==> config.mk <==
export PLATFORM = sky130hd
export DESIGN_NAME = ppi_host_bus_master
export DESIGN_NICKNAME = d
export VERILOG_FILES = /design/src/rtl/ppi_pkg.sv /design/src/rtl/ppi_phase_timer.sv /design/src/rtl/ppi_host_bus_master.sv
export SDC_FILE = /design/constraint.sdc
export NUM_CORES = 1
export LEC_CHECK = 0
export BUFFER_PORTS_ARGS = -buffer_cell sky130_fd_sc_hd__buf_2
export CAP_MARGIN = 20
export CORE_MARGIN = 3
export CORE_UTILIZATION = 50
export DETAILED_ROUTE_END_ITERATION = 12
export PLACE_DENSITY_LB_ADDON = 0.15
export SLEW_MARGIN = 40
export SYNTH_ARGS = -nofsm -noshare
export SYNTH_HDL_FRONTEND = slang
export SYNTH_SLANG_ARGS = --single-unit
==> constraint.sdc <==
create_clock -name clk -period 2.7 [get_ports clk]
set_input_delay 0.54 -clock clk [delete_from_list [all_inputs] [get_ports clk]]
set_output_delay 0.54 -clock clk [all_outputs]
set_load 0.01 [all_outputs]
==> src/rtl/ppi_pkg.sv <==
// rtl/ppi_pkg.sv - shared PPI bus constants, control-word fields and bus-cycle states
package ppi_pkg;

  localparam logic [1:0] ADDR_PORT_A = 2'b00;
  localparam logic [1:0] ADDR_PORT_B = 2'b01;
  localparam logic [1:0] ADDR_PORT_C = 2'b10;
  localparam logic [1:0] ADDR_CTRL   = 2'b11;

  localparam int CW_MODE_SET_BIT = 7;
  localparam int CW_BSR_SEL_MSB  = 3;
  localparam int CW_BSR_SEL_LSB  = 1;
  localparam int CW_BSR_VAL_BIT  = 0;

  typedef enum logic [2:0] {
    IDLE,
    SETUP,
    STROBE,
    HOLD,
    RECOVER
  } bus_state_e;

  // BSR control word: mode-set bit clear, port C bit select and value
  function automatic logic [7:0] bsr_word(input logic [2:0] bit_sel, input logic value);
    return {1'b0, 3'b000, bit_sel, value};
  endfunction

endpackage

==> src/rtl/ppi_phase_timer.sv <==
// rtl/ppi_phase_timer.sv - 4-bit loadable down-counter timing one bus-cycle phase
module ppi_phase_timer (
  input  logic       clk,
  input  logic       reset,
  input  logic       i_load,
  input  logic [3:0] i_value,
  output logic       o_done
);

  logic [3:0] r_count;

  always_ff @(posedge clk) begin
    if (reset) begin
      r_count <= 4'd0;
    end else if (i_load) begin
      r_count <= i_value;
    end else if (r_count != 4'd0) begin
      r_count <= r_count - 4'd1;
    end
  end

  assign o_done = (r_count == 4'd0);

endmodule

==> src/rtl/ppi_host_bus_master.sv <==
// rtl/ppi_host_bus_master.sv - valid/ready request to timed 8255 CS/RD/WR bus cycle
// Optional macro PPI_BSR_HELPER_EN adds req_bsr for single-bit port C set/reset.
module ppi_host_bus_master
  import ppi_pkg::*;
#(
  parameter int SETUP_CYC   = 1,
  parameter int PULSE_CYC   = 2,
  parameter int HOLD_CYC    = 1,
  parameter int RECOVER_CYC = 1
) (
  input  logic       clk,
  input  logic       reset,
  input  logic       req_valid,
  output logic       req_ready,
  input  logic       req_write,
  input  logic [1:0] req_addr,
  input  logic [7:0] req_wdata,
  output logic       rsp_valid,
  output logic [7:0] rsp_rdata,
  output logic       cs_n,
  output logic       rd_n,
  output logic       wr_n,
  output logic [1:0] a,
  output logic [7:0] d_out,
  output logic       d_oe,
  input  logic [7:0] d_in
`ifdef PPI_BSR_HELPER_EN
  ,
  input  logic       req_bsr
`endif
);

  if (SETUP_CYC < 1 || SETUP_CYC > 15 || PULSE_CYC < 1 || PULSE_CYC > 15 ||
      HOLD_CYC < 1 || HOLD_CYC > 15 || RECOVER_CYC < 0 || RECOVER_CYC > 15) begin : g_bad_param
    $error("ppi_host_bus_master: phase cycle parameter out of range");
  end

  localparam logic [3:0] LD_SETUP   = 4'(SETUP_CYC - 1);
  localparam logic [3:0] LD_STROBE  = 4'(PULSE_CYC - 1);
  localparam logic [3:0] LD_HOLD    = 4'(HOLD_CYC - 1);
  localparam logic [3:0] LD_RECOVER = (RECOVER_CYC == 0) ? 4'd0 : 4'(RECOVER_CYC - 1);

  bus_state_e r_state, w_state_nxt;
  logic       r_write;
  logic       w_accept, w_done, w_load, w_cur_write, w_bus_active;
  logic [3:0] w_load_val;
  logic       w_req_write;
  logic [1:0] w_req_addr;
  logic [7:0] w_req_wdata;
  logic       w_cs_n, w_rd_n, w_wr_n, w_d_oe, w_rsp_valid;
  logic [1:0] w_a;
  logic [7:0] w_d_out, w_rsp_rdata;

  assign req_ready = (r_state == IDLE) && !reset;
  assign w_accept  = req_valid && req_ready;

`ifdef PPI_BSR_HELPER_EN
  assign w_req_write = req_bsr ? 1'b1 : req_write;
  assign w_req_addr  = req_bsr ? ADDR_CTRL : req_addr;
  assign w_req_wdata = req_bsr ? bsr_word(req_wdata[CW_BSR_SEL_MSB:CW_BSR_SEL_LSB],
                                          req_wdata[CW_BSR_VAL_BIT]) : req_wdata;
`else
  assign w_req_write = req_write;
  assign w_req_addr  = req_addr;
  assign w_req_wdata = req_wdata;
`endif

  ppi_phase_timer u_timer (
    .clk    (clk),
    .reset  (reset),
    .i_load (w_load),
    .i_value(w_load_val),
    .o_done (w_done)
  );

  always_ff @(posedge clk) begin
    if (reset) begin
      r_state <= IDLE;
      r_write <= 1'b0;
    end else begin
      r_state <= w_state_nxt;
      if (w_accept) r_write <= w_req_write;
    end
  end

  always_comb begin
    w_state_nxt = r_state;
    case (r_state)
      IDLE:    if (w_accept) w_state_nxt = SETUP;
      SETUP:   if (w_done) w_state_nxt = STROBE;
      STROBE:  if (w_done) w_state_nxt = HOLD;
      HOLD:    if (w_done) w_state_nxt = (RECOVER_CYC == 0) ? IDLE : RECOVER;
      RECOVER: if (w_done) w_state_nxt = IDLE;
      default: w_state_nxt = IDLE;
    endcase
  end

  // Every phase differs from its predecessor, so a state change marks a phase entry.
  always_comb begin
    w_load = (w_state_nxt != r_state);
    case (w_state_nxt)
      SETUP:   w_load_val = LD_SETUP;
      STROBE:  w_load_val = LD_STROBE;
      HOLD:    w_load_val = LD_HOLD;
      RECOVER: w_load_val = LD_RECOVER;
      default: w_load_val = 4'd0;
    endcase
  end

  always_comb begin
    w_cur_write  = w_accept ? w_req_write : r_write;
    w_bus_active = (w_state_nxt == SETUP) || (w_state_nxt == STROBE) || (w_state_nxt == HOLD);
    w_cs_n       = !w_bus_active;
    w_rd_n       = !((w_state_nxt == STROBE) && !w_cur_write);
    w_wr_n       = !((w_state_nxt == STROBE) && w_cur_write);
    w_d_oe       = w_bus_active && w_cur_write;
    w_a          = w_accept ? w_req_addr : a;
    w_d_out      = (w_accept && w_req_write) ? w_req_wdata : d_out;
    w_rsp_valid  = (r_state == HOLD) && w_done;
    w_rsp_rdata  = ((r_state == STROBE) && w_done && !r_write) ? d_in : rsp_rdata;
  end

  always_ff @(posedge clk) begin
    if (reset) begin
      cs_n      <= 1'b1;
      rd_n      <= 1'b1;
      wr_n      <= 1'b1;
      a         <= 2'b00;
      d_out     <= 8'h00;
      d_oe      <= 1'b0;
      rsp_valid <= 1'b0;
      rsp_rdata <= 8'h00;
    end else begin
      cs_n      <= w_cs_n;
      rd_n      <= w_rd_n;
      wr_n      <= w_wr_n;
      a         <= w_a;
      d_out     <= w_d_out;
      d_oe      <= w_d_oe;
      rsp_valid <= w_rsp_valid;
      rsp_rdata <= w_rsp_rdata;
    end
  end

endmodule

Word level (Yosys, flattened, before mapping)
Index checks and enable logic that the tools add are counted.
Word-level totals
  flip-flop bits (word level): 31
  input bits: 22
Operators by class
  $add $sub $neg: 1
  equality and inequality tests: 8
  mux-type cells: 10
  reductions and logical operators: 21
Operators by type and width (count)
  $mux W3: 5
  $pmux W3 S5: 1
  $eq A3 B2 Y1 const B: 4
  $logic_and A1 B1 Y1: 9
  $mux W4: 2
  $eq A3 B1 Y1 const B: 2
  $logic_not A1 Y1: 6
  $logic_not A4 Y1: 1
  $reduce_bool A4 Y1: 1
  $sub A4 B1 Y4 const B: 1
  $eq A3 B3 Y1 const B: 1
  $logic_not A3 Y1: 1
  $ne A3 B3 Y1: 1
  $logic_or A1 B1 Y1: 2
  $mux W1: 2
  $reduce_bool A2 Y1: 1

Longest topological paths before layout
  depth after elaboration: 9
  gate-level depth with buffers: 6
  gate-level depth less buffers: 6

Cells and area by module
From an unflattened synthesis, not the netlist that was laid out.
Second synthesis, totals
  cell total of the unflattened synthesis: 138
  area total of the unflattened synthesis: 1395.1 um^2
Modules (own cells, without submodules)
  ppi_host_bus_master: area each 1166.1 um^2, seq. area each 540.5 um^2, cells each 114, times used 1
  ppi_phase_timer: area each 229.0 um^2, seq. area each 80.1 um^2, cells each 24, times used 1

Worst setup path after synthesis
No wires, ideal clock.
  path type: in2reg
  start: input port reset
  end: register u_timer.r_count[0]
  data required time: 2.577 ns
  path slack: 0.959 ns
  data arrival time: 1.617 ns
  setup time: 0.123 ns
  stages on the path: 5
  path buffers: 1
  path through: buf_2 > nor4_4 > nand2_1 > o21ai_0 > mux2_1
Between the ends
  word-level cells in the longest chain between the ends: 8
  elaborated cells between the ends (all ways): 10
  classes of those cells: eq/ne: 2; mux: 4; reduce/logical: 4
Ends and longest elaborated chain
  from (decl): RTL line ppi_host_bus_master.sv:12  | input logic reset,
  $logic_not A1 Y1 (*): RTL line ppi_host_bus_master.sv:54  | assign req_ready = (r_state == IDLE) && !reset;
  $logic_and A1 B1 Y1 (*): RTL line ppi_host_bus_master.sv:54
  named net req_ready: RTL line ppi_host_bus_master.sv:14  | output logic req_ready,
  $logic_and A1 B1 Y1 (*): RTL line ppi_host_bus_master.sv:55  | assign w_accept = req_valid && req_ready;
  $mux W3 (*): RTL line ppi_host_bus_master.sv:89  | IDLE: if (w_accept) w_state_nxt = SETUP;
  $pmux W3 S5 (*): RTL line ppi_host_bus_master.sv:88  | case (r_state)
  $eq A3 B2 Y1: RTL line ppi_host_bus_master.sv:101  | case (w_state_nxt)
  $mux W1: RTL line ppi_host_bus_master.sv:101
  $mux W4: RTL line ppi_phase_timer.sv:15  | end else if (i_load) begin
  to (signal assigned): RTL line ppi_phase_timer.sv:16  | r_count <= i_value;
  to (signal assigned): RTL line ppi_phase_timer.sv:18  | r_count <= r_count - 4'd1;
  to (decl): RTL line ppi_phase_timer.sv:10  | logic [3:0] r_count;
Mark *: on every way through the listed nets, which the timed path passes. The rest lies on a longest branch.
A chain may end at the register's enable or synchronous reset.

Final worst setup path
  start: register r_state[0]
  end: output port req_ready
Between the ends
  word-level cells in the longest chain between the ends: 2
Ends and longest elaborated chain
  from (decl): RTL line ppi_host_bus_master.sv:43  | bus_state_e r_state, w_state_nxt;
  from (signal assigned): RTL line ppi_host_bus_master.sv:81  | r_state <= w_state_nxt;
  $logic_not A3 Y1: RTL line ppi_host_bus_master.sv:54
  $logic_and A1 B1 Y1: RTL line ppi_host_bus_master.sv:54
  to (decl): RTL line ppi_host_bus_master.sv:14
Every way passes these cells.

==> out/qor.csv <==
metric,value,unit
die area,0.00313,mm2
clk buf depth,2,
RSZ-0062 raised after global routing,false,
Die Span Y,56.0,um
GRT overflow,0,
Syn Std Cell Area,0.00125,mm2
sequential share of the synthesized area,0.497,
htree depth,2,
clk_lat worst skew,0.33,ns
I/O pin cnt,46,
Peak VDD IR,647,uV
CTS-repair resized insts,0,
Unique masters post-synth,33,
first-pass GRT wire length,4230,um
Post-synth ARST share,0,
worst hold path class,input port to register,
HPWL after DPL,1840,um
critical path capture point type,output port,
Startpoint Class,register,
Compound-Gate Fraction of Synth Area,0.0782,
WP data required,2.16,ns
outcome,finished clean,
total iterations of the first detailed-routing run,4,
"Setup Fix Bufs, Post-CTS",0,
overall global routing resource usage,0.171,
max-cap viol count,0,
Total Wirelength,2520,um
fin crit share,0.699,
Root Driver,clkbuf_4,
Iter 0 DRT Violations,19,
Mapped Avg Cell Area,9.91,um2
fmax,530,MHz
Post-Synth XOR/XNOR Area,0.0140,
leakage power,0.789,nW
PwrDens,903,mW/mm2
crit-path max FO,9,
Via Count,1034,
shortest period the worst path allows,1.89,ns
Yosys warning count,0,
final core utilization,0.663,
Ant. Diodes,0,
final hold vios,0,
WHS,0.441,ns
Max-slew headroom,0.651,
# hold bufs at CTS,0,
Final ANT Viol Nets,0,
Clock Skews,0.00476,ns
number of port buffers,45,
crit path kind,register to output port,
vias per inst,5.20,
initial antenna violation count,0,
synth top area cells,"dfxtp_1, mux2i_1, nor2_1",
simple-gate portion of the synthesized area,0.212,
Crit-path slowest cell,dfxtp_1,
Placer Congestion,0.834,
drt wl/cell,12.7,um
vias in the first global route,957,
# setup viols final,0,
CP max stage delay,0.42,ns
"delay-heaviest family, CP",flip-flops,
Final #Nets,194,
largest net degree at the start of global routing,27,
Cell Rows,17,
Mapped Cells,126,
Pins Over Slew Limit,0,
#FFs+latches synth,31,
total design power,1.38,mW
"count leader, synth",dfxtp_1,
combinational family with the most area after synthesis,simple AND/OR/NAND/NOR gates,
cell chain of the critical path,nor4_4 > buf_2,
TNS Setup,0,ns
TritonCTS clock tree,done,
crit path DAT,1.35,ns
Placeable Area,0.00230,mm2
initial cell density of the core,0.544,
adder-cell area share of the yosys netlist,0.0100,
# DRC,0,
most common flop cell mapped by yosys,dfxtp_1,
die width,56.0,um
Yosys top cell by area,dfxtp_1,
FILL cells,189,
CTS Sinks,31,
Worst Tran Pin Value,0.521,ns
Synth top cells by count,"dfxtp_1, nor2_1, mux2i_1",
top-area cell type share of the netlist area,0.497,
post-synthesis net count,149,
Layout area overhead,22.0,%
CTS buffer count,5,
layout cell share with drive strength beyond 1,0.351,
mux cell area share after synthesis,0.146,
crit path buf inv count,1,
"EDFF count, synth",0,
clock input transition at the sequential cells of the worst setup and hold paths,0.09,ns
## cell type report
cell class / instances / area (um2) / share of cell area
clock buffer: 6 / 51.3 / 0.0337
clock inverter: 1 / 5.00 / 0.00328
inverter: 3 / 11.3 / 0.00739
multi-input combinational: 85 / 576 / 0.378
sequential: 31 / 621 / 0.407
tap: 28 / 35.0 / 0.0230
timing repair buffer: 45 / 225 / 0.148
## flip-flops by register name (all words and copies together), names as in the netlist
name and flops:
wr_n 1, d_oe 1, a 2, rd_n 1
rsp_valid 1, r_write 1, u_timer.r_count 4, cs_n 1
d_out 8, rsp_rdata 8, r_state 3
## path summary, 6_finish.rpt
kind | start | endpoint | slack, ns | depth (start not counted)
setup / recovery | r_state[0]$_SDFF_PP0_ | req_ready | 0.81 | 2
hold / removal | req_wdata[4] | d_out[4]$_SDFFE_PP0P_ | 0.44 | 3
setup reg to reg | u_timer.r_count[0]$_SDFFE_PP0P_ | u_timer.r_count[0]$_SDFFE_PP0P_ | 0.82 | 6
hold reg to reg | a[0]$_SDFFE_PP0P_ | a[0]$_SDFFE_PP0P_ | 0.46 | 2
## metal layers
metal	track usage	up-vias	wire [um]
met3	0.0719	6	171
li1	-	519	-
met2	0.279	39	1230
met5	0	-	0
met4	0.0610	0	46
met1	0.199	470	1070
## cell families (layout without fill, tap and decap cells)
kind of cell,Yosys count,in the layout
simple gates,52,52
mux,18,18
flops,31,31
xor+xnor,2,2
buf+inv,10,55
compound gates,12,12
fa+ha+maj,1,1
## cell usage in the layout, fill, tap and decap left out, types with 2 or more instances in the layout
cell type	Yosys	layout
dfxtp_1	31	31
inv_1	3	3
buf_2	3	45
nand2_1	9	9
nand2b_1	2	2
nor2_1	24	24
nor3_1	4	4
xnor2_1	2	2
nand3_1	6	6
clkbuf_4	0	5
a21oi_1	3	3
mux2i_1	16	16
## power by group
part	switching, mW	internal, mW
registers	0.0769	0.533
clock network	0.151	0.120
logic	0.261	0.233
## tightest hold or removal path: cells and delay by family
family,cells,cell delay (ns)
and+or+nand+nor,1,0.07
buffers and inverters,1,0.07
muxes,1,0.05
## through the flow
stage | setup WS [ns] | area, um2 | instances
after floorplan | 0.959 | 1250 | 126
after global placement | 0.648 | 1470 | 192
after detailed placement | 0.613 | 1470 | 192
after CTS | 0.799 | 1520 | 199
after global routing | 0.577 | 1520 | 199
final | 0.812 | 1520 | 199
Note: power is estimated with default switching activity, not from simulation.
